File: src/rtl/booth_pkg.sv
// Shared types for the sequential Booth multiplier: controller states and
// the {QR[0],Q} pair values that select add or subtract.
package booth_pkg;

    typedef enum logic [1:0] {
        ST_IDLE = 2'd0,
        ST_RUN  = 2'd1,
        ST_DONE = 2'd2
    } state_t;

    localparam logic [1:0] OP_ADD = 2'b01;
    localparam logic [1:0] OP_SUB = 2'b10;

endpackage

File: src/rtl/booth_step.sv
// One combinational radix-2 Booth iteration: optional add/sub of BR into AC,
// then an arithmetic right shift of the {AC,QR,Q} chain.
module booth_step
    import booth_pkg::*;
#(
    parameter int WIDTH = 4
) (
    input  logic [WIDTH:0]   i_ac,
    input  logic [WIDTH:0]   i_br,
    input  logic [WIDTH-1:0] i_qr,
    input  logic             i_q,
    output logic [WIDTH:0]   o_ac,
    output logic [WIDTH-1:0] o_qr,
    output logic             o_q
);

    logic [WIDTH:0] w_sum;

    always_comb begin
        w_sum = i_ac;
        case ({i_qr[0], i_q})
            OP_ADD:  w_sum = i_ac + i_br;
            OP_SUB:  w_sum = i_ac - i_br;
            default: w_sum = i_ac;
        endcase
    end

    // AC sign bit is replicated; the bit falling out of AC enters QR.
    assign o_ac = {w_sum[WIDTH], w_sum[WIDTH:1]};
    assign o_qr = {w_sum[0], i_qr[WIDTH-1:1]};
    assign o_q  = i_qr[0];

endmodule

File: src/rtl/booth_seq_mult.sv
// Sequential signed Booth multiplier: one Booth step per clock for WIDTH
// clocks, then a one-cycle done pulse with the 2*WIDTH-bit product held.
module booth_seq_mult
    import booth_pkg::*;
#(
    parameter int WIDTH = 4
) (
    input  logic                 clk,
    input  logic                 rst_n,
    input  logic                 start,
    input  logic [WIDTH-1:0]     multiplicand,
    input  logic [WIDTH-1:0]     multiplier,
    output logic                 busy,
    output logic                 done,
    output logic [2*WIDTH-1:0]   product
);

    localparam int CNT_W = $clog2(WIDTH + 1);

    state_t             r_state;
    logic [WIDTH:0]     r_ac;
    logic [WIDTH:0]     r_br;
    logic [WIDTH-1:0]   r_qr;
    logic               r_q;
    logic [CNT_W-1:0]   r_count;
    logic               r_busy;
    logic               r_done;
    logic [2*WIDTH-1:0] r_product;

    logic [WIDTH:0]     w_ac;
    logic [WIDTH-1:0]   w_qr;
    logic               w_q;

    booth_step #(.WIDTH(WIDTH)) u_step (
        .i_ac (r_ac),
        .i_br (r_br),
        .i_qr (r_qr),
        .i_q  (r_q),
        .o_ac (w_ac),
        .o_qr (w_qr),
        .o_q  (w_q)
    );

    always_ff @(posedge clk or negedge rst_n) begin
        if (!rst_n) begin
            r_state   <= ST_IDLE;
            r_ac      <= '0;
            r_br      <= '0;
            r_qr      <= '0;
            r_q       <= 1'b0;
            r_count   <= '0;
            r_busy    <= 1'b0;
            r_done    <= 1'b0;
            r_product <= '0;
        end else begin
            case (r_state)
                ST_IDLE: begin
                    r_done <= 1'b0;
                    if (start) begin
                        r_ac    <= '0;
                        r_qr    <= multiplier;
                        r_q     <= 1'b0;
                        r_br    <= {multiplicand[WIDTH-1], multiplicand};
                        r_count <= CNT_W'(WIDTH);
                        r_busy  <= 1'b1;
                        r_state <= ST_RUN;
                    end
                end
                ST_RUN: begin
                    r_ac    <= w_ac;
                    r_qr    <= w_qr;
                    r_q     <= w_q;
                    r_count <= r_count - 1'b1;
                    // Last step: capture the step output directly so product is valid in DONE.
                    if (r_count == CNT_W'(1)) begin
                        r_state   <= ST_DONE;
                        r_done    <= 1'b1;
                        r_product <= {w_ac[WIDTH-1:0], w_qr};
                    end
                end
                ST_DONE: begin
                    r_done  <= 1'b0;
                    r_busy  <= 1'b0;
                    r_state <= ST_IDLE;
                end
                default: begin
                    r_done  <= 1'b0;
                    r_busy  <= 1'b0;
                    r_state <= ST_IDLE;
                end
            endcase
        end
    end

    assign busy    = r_busy;
    assign done    = r_done;
    assign product = r_product;

endmodule

File: config.mk
export PLATFORM = sky130hd
export DESIGN_NAME = booth_seq_mult
export DESIGN_NICKNAME = d
export VERILOG_FILES = /design/src/rtl/booth_pkg.sv /design/src/rtl/booth_step.sv /design/src/rtl/booth_seq_mult.sv
export SDC_FILE = /design/constraint.sdc
export NUM_CORES = 1
export LEC_CHECK = 0
export CORE_MARGIN = 5
export CORE_UTILIZATION = 60
export CTS_BUF_LIST = sky130_fd_sc_hd__clkbuf_4
export CTS_CLUSTER_DIAMETER = 150
export DETAILED_ROUTE_END_ITERATION = 16
export PLACE_DENSITY = 0.88
export SLEW_MARGIN = 10
export SYNTH_ARGS = -nofsm -noshare
export SYNTH_HDL_FRONTEND = slang
export SYNTH_SLANG_ARGS = --single-unit
File: constraint.sdc
create_clock -name clk -period 6.85 [get_ports clk]
set_input_delay 1.37 -clock clk [delete_from_list [all_inputs] [get_ports clk]]
set_output_delay 1.37 -clock clk [all_outputs]
set_load 0.01 [all_outputs]
# Yosys cells after proc, flatten, opt, wreduce, memory -nomap -nowiden
# Index checks and enable logic that the tools add are counted.
# Widths: inputs -> output; s select.
# op_classes
n_reduce_logical,7
add_sub_neg,3
eq_ne,6
bitwise,1
muxes,16
# op_table
op,n
$pmux 5 s2,2
$reduce_and 2->1,5
$pmux 4 s2,1
$pmux 3 s2,1
$add 5x5->5,1
$mux 5,1
$sub 5x5->5,1
$eq 2x1->1 const B,2
$mux 1,4
$mux 2,2
$mux 4,1
$ne 2x2->1 const B,2
$pmux 1 s2,2
$pmux 2 s2,1
$eq 3x1->1 const B,1
$mux 3,1
$sub 3x1->3 const B,1
$eq 2x2->1 const B,1
$logic_not 2->1,1
$reduce_bool 2->1,1
$not 1->1,1
# word_totals
word_cells,42
ff_bits,29
input_bits,11

# Logic depth before layout (Yosys ltp)
# depth
depth_word,3
ltp_mapped,10
mapped_depth_nobuf,10

# Hierarchy
# From an unflattened synthesis, not the netlist that was laid out.
# unflattened
hier_cells,128
area_unflattened_um2,1535.2
# by_module_without_submodules
mod,area_per_inst_um2,seq_area_each_um2,cells_each,n_inst
booth_seq_mult,1184.9,725.7,80,1
booth_step,350.3,0.0,48,1

# Worst setup path before layout
# No wires, ideal clock.
# synth_timing
path_type,reg2reg
startpoint,register r_q
endpoint,"register r_product[7], in the netlist product[7]"
t_arrival_ns,2.235
n_path_buf,0
setup_ns,0.065
setup_slack_ns,4.550
path_stages_with_launch,10
t_required_ns,6.785
cell_sequence,dfrtp_1 -> inv_1 -> ha_1 -> mux2_2 -> fa_1 -> nand2b_1 -> a21oi_1 -> xnor2_1 -> mux2_2 -> nand2_1
# synth_between
elab_chain_len,2
elab_cells_between_ends,3
# synth_rtl
item,line,text
start: declaration,booth_seq_mult.sv:24,logic r_q;
start signal: assignment,booth_seq_mult.sv:72,r_q <= w_q;
$eq 2x2->1 / $eq 2x1->1 (equally long branches),booth_step.sv:21,"case ({i_qr[0], i_q})"
$pmux 5 s2 (*),booth_step.sv:21,
end signal: assignment,booth_seq_mult.sv:78,"r_product <= {w_ac[WIDTH-1:0], w_qr};"
end: declaration,booth_seq_mult.sv:28,logic [2*WIDTH-1:0] r_product;
# Every way passes the cells marked *; elsewhere a longest branch is shown, timed or not.
# A chain may end at the register's enable or synchronous reset.

# Final worst setup path
# layout_timing
startpoint,"register r_busy, in the netlist busy"
endpoint,output busy
# layout_lines
item,line,text
start: declaration,booth_seq_mult.sv:26,logic r_busy;
start signal: assignment,booth_seq_mult.sv:52,r_busy <= 1'b0;
start signal: assignment,booth_seq_mult.sv:65,r_busy <= 1'b1;
start signal: assignment,booth_seq_mult.sv:83,r_busy <= 1'b0;
end: declaration,booth_seq_mult.sv:13,"output logic busy,"
# No word-level cell between the ends.

==> flow_summary_export.csv <==
group,metric,value,unit
status,run_status,"complete, no violations",
setup_path,crit_family,"buffers and inverters",
finish,design_area,1710,um2
synth,synth.avg_cell_area,9.57,um2
setup_path,worstPathArrival,1.26,ns
clocking,clkSinkCount,28,
synth,async_reset_ff_share,100,%
placed_design,gp_congestion,0.848,
placed_design,portBuffers,20,
synth,ys_types,32,
floorplanning,initial_core_util,61.4,%
timing,skew,0.00130,ns
clocking,cts_tree,"done",
finish,syn_to_final_growth,14.6,%
pwr,switching_share,43.7,%
detailed_routing,drtPass1Iterations,4,
synth,synth_common_cells,"dfrtp_1, nor2_1, nand2_1",
clocking,h-tree-depth,1,
setup_path,worstPathRequired,5.48,ns
floorplanning,row_count,18,
synth,synth_edf_count,0,
grt,overflow,0,
timing,tightest_slew,0.576,ns
clocking,numCtsBuffers,3,
clocking,clockRootBuffer,"clkbuf_4",
detailed_routing,ant_nets,0,
timing,maxSlewViolCount,0,
detailed_routing,num_vias,1155,
floorplanning,die_y,59.9,um
grt,first_global_vias,1178,
grt,grt_pass1_wl,5460,um
setup_path,r2r_start,"r_qr[0]$_DFFE_PN0P_",
grt,track_usage,20.2,%
setup_path,crit_start,"busy$_DFFE_PN0P_",
synth,post_synth_inst_count,156,
pwr,cellPowerDensity,543,nW/um2
pwr,clockPowerShare,7.7,%
floorplanning,core_area,2430,um2
floorplanning,die_w,59.9,um
placed_design,dp_hpwl,2360,um
placed_design,dpl_cell_area,1680,um2
pwr,peakVddDrop,0.335,mV
pwr,seq_power_share,33.9,%
timing,rsz0062_at_grt,"no",
timing,hold_violations,0,
synth,yosysTopAreaCellShare,46.9,%
clocking,hold_buffers,0,
detailed_routing,drtIter0Drc,46,
setup_path,regToRegSetupSlack,4.30,ns
timing,setup_viol,0,
setup_path,cp_max_fo,2,
finish,antenna_cells,0,
pwr,comb_power_share,58.4,%
floorplanning,io_pins,21,
setup_path,criticalPathCategory,"reg2out",
worst_hold_path,hp-class,"reg2reg",
clocking,postCtsResizedCells,0,
grt,grt_max_degree,29,
finish,drive_above_1_share,6.29,%
detailed_routing,route.detailed.drc,0,
synth,yosys_register_bits,28,
timing,period_minus_slack,2.63,ns
detailed_routing,wl,3200,um
synth,seq_area_frac_synth,46.9,%
timing,tns,0,ns
setup_path,cp-start-kind,"register",
timing,period_share,38.5,%
clocking,cts_buffer_depth,2,
timing,max_clock_freq,0.380,GHz
job,max_cap_violations,0,
pwr,internal_power,523,uW
setup_path,r2r_cells,8,
setup_path,crit_cells,1,
synth,yosys_warnings,0,
pwr,switching_power,406,uW
setup_path,crit_chain,"clkdlybuf4s50_1",
synth,synth_area_leaders,"dfrtp_1, ha_1, nor2_1",
grt,antenna_found_initial,0,
clocking,postCtsSetupBuffers,0,
clocking,path_clk_slew,0.15,ns
clocking,clkLatencyLatePin,0.33,ns
setup_path,r2r-end,"product[7]$_DFFE_PN0P_",
setup_path,endpoint,"busy",
setup_path,worstSetupEndpointType,"output port",
setup_path,cp_slowest_cell,"clkdlybuf4s50_1",
floorplanning,die_area,3590,um2
detailed_routing,wl_per_cell,15.6,um
synth,syn_nets,176,
synth,mappedNetlistArea,1490,um2
finish,nets,196,
setup_path,cp_slowest_stage_delay,0.54,ns
synth,synthFlopType,"dfrtp_1",
pwr,total_leakage_power,0.768,nW
synth,yosysTopAreaCell,"dfrtp_1",
detailed_routing,vias_per_cell,5.63,
synth,synth_most_common_cell,"dfrtp_1",
timing,slew_headroom,61.5,%
setup_path,path_buf_inv,1,
## area by class of cell
| class | count | area [um2] |
|---|---|---|
| Clock buffer | 3 | 22.5 |
| Clock inverter | 1 | 3.75 |
| Fill cell | 187 | 722 |
| Inverter | 11 | 41.3 |
| Multi-Input combinational cell | 111 | 697 |
| Sequential cell | 28 | 701 |
| Tap cell | 30 | 37.5 |
| Timing Repair Buffer | 21 | 208 |
## power by group through the flow
stage	Combinational [mW]	Clock, mW	Sequential, mW
after floorplan	0.388	0	0.305
after global placement	0.498	0	0.310
after detailed placement	0.534	0	0.318
after CTS	0.541	0.0709	0.314
after global routing	0.608	0.0769	0.327
final	0.543	0.0712	0.315
## worst min-delay path by stage
stage / start / to / cells after the start
after detailed placement: r_count[1]$_DFFE_PN0P_ / r_count[1]$_DFFE_PN0P_ / 2
after global routing: r_count[2]$_DFFE_PN0P_ / r_count[2]$_DFFE_PN0P_ / 1
after floorplan: r_count[2]$_DFFE_PN0P_ / r_count[2]$_DFFE_PN0P_ / 1
after global placement: r_count[2]$_DFFE_PN0P_ / r_count[2]$_DFFE_PN0P_ / 1
final: r_count[1]$_DFFE_PN0P_ / r_count[1]$_DFFE_PN0P_ / 2
after CTS: r_count[1]$_DFFE_PN0P_ / r_count[1]$_DFFE_PN0P_ / 2
## cell families (layout without fill, tap and decap cells)
| group | Yosys count | after routing | synth area share, % |
|---|---|---|---|
| simple gates | 56 | 56 | 17.9 |
| xor+xnor | 4 | 4 | 2.35 |
| flops | 28 | 28 | 46.9 |
| mux | 6 | 6 | 4.44 |
| fa+ha+maj | 9 | 9 | 8.05 |
| compound gates | 36 | 36 | 14.0 |
| buf+inv | 17 | 36 | 6.37 |
## per-layer routing
layer	share of wire [%]	GRT usage, %	vias up	routed length [um]
met5	0	0	-	0
met4	2.0	6.96	0	63
met3	4.3	1.94	9	137
met2	51	33.8	34	1630
met1	43	27.1	553	1370
li1	-	-	559	-
## worst reg2reg max path, stage by stage (launching register included)
cell and delay (ns):
dfrtp_1 0.45, ha_1 0.26, mux2_2 0.38, fa_1 0.42
nand2b_1 0.16, a21oi_1 0.18, xnor2_1 0.21, mux2_2 0.38
nand2_1 0.06
## flip-flops by register name (all words and copies together), names as in the netlist
name / flops
product: 8
r_ac: 4
r_br: 4
r_qr: 4
r_count: 3
r_state: 2
busy: 1
done: 1
r_q: 1
## layout by cell type, fill, tap and decap left out
master,netlist,routed
dfrtp_1,28,28
clkdlybuf4s50_1,0,20
nor2_1,19,19
nand2_1,18,18
o21ai_0,14,14
inv_1,11,11
a21oi_1,11,11
ha_1,8,8
nor2b_1,6,6
mux2_2,5,5
nand2b_1,5,5
xnor2_1,3,3
a22oi_1,3,3
clkbuf_4,0,3
and2_1,2,2
a31oi_1,2,2
nor3_1,1,1
o21bai_1,1,1
nor2b_4,1,1
o211ai_1,1,1
nand3b_1,1,1
nand3_1,1,1
and2_4,1,1
o21a_1,1,1
or3_1,1,1
xor2_1,1,1
a22o_1,1,1
o22a_1,1,1
a221oi_1,1,1
mux2i_1,1,1
fa_1,1,1
clkinv_1,0,1
buf_4,0,1
## metrics by stage
step | util (%) | total power [mW] | setup slack (ns) | instances | hold WS (ns)
2_1_floorplan | - | 0.693 | 4.55 | 156 | 0.450
3_3_place_gp | 69.2 | 0.807 | 4.14 | 201 | 0.465
3_5_place_dp | 69.2 | 0.851 | 4.09 | 201 | 0.473
4_1_cts | 70.3 | 0.926 | 4.19 | 205 | 0.505
5_1_grt | 70.3 | 1.01 | 4.15 | 205 | 0.513
6_report | 70.3 | 0.929 | 4.22 | 205 | 0.509
Note: power is estimated with default switching activity, not from simulation.
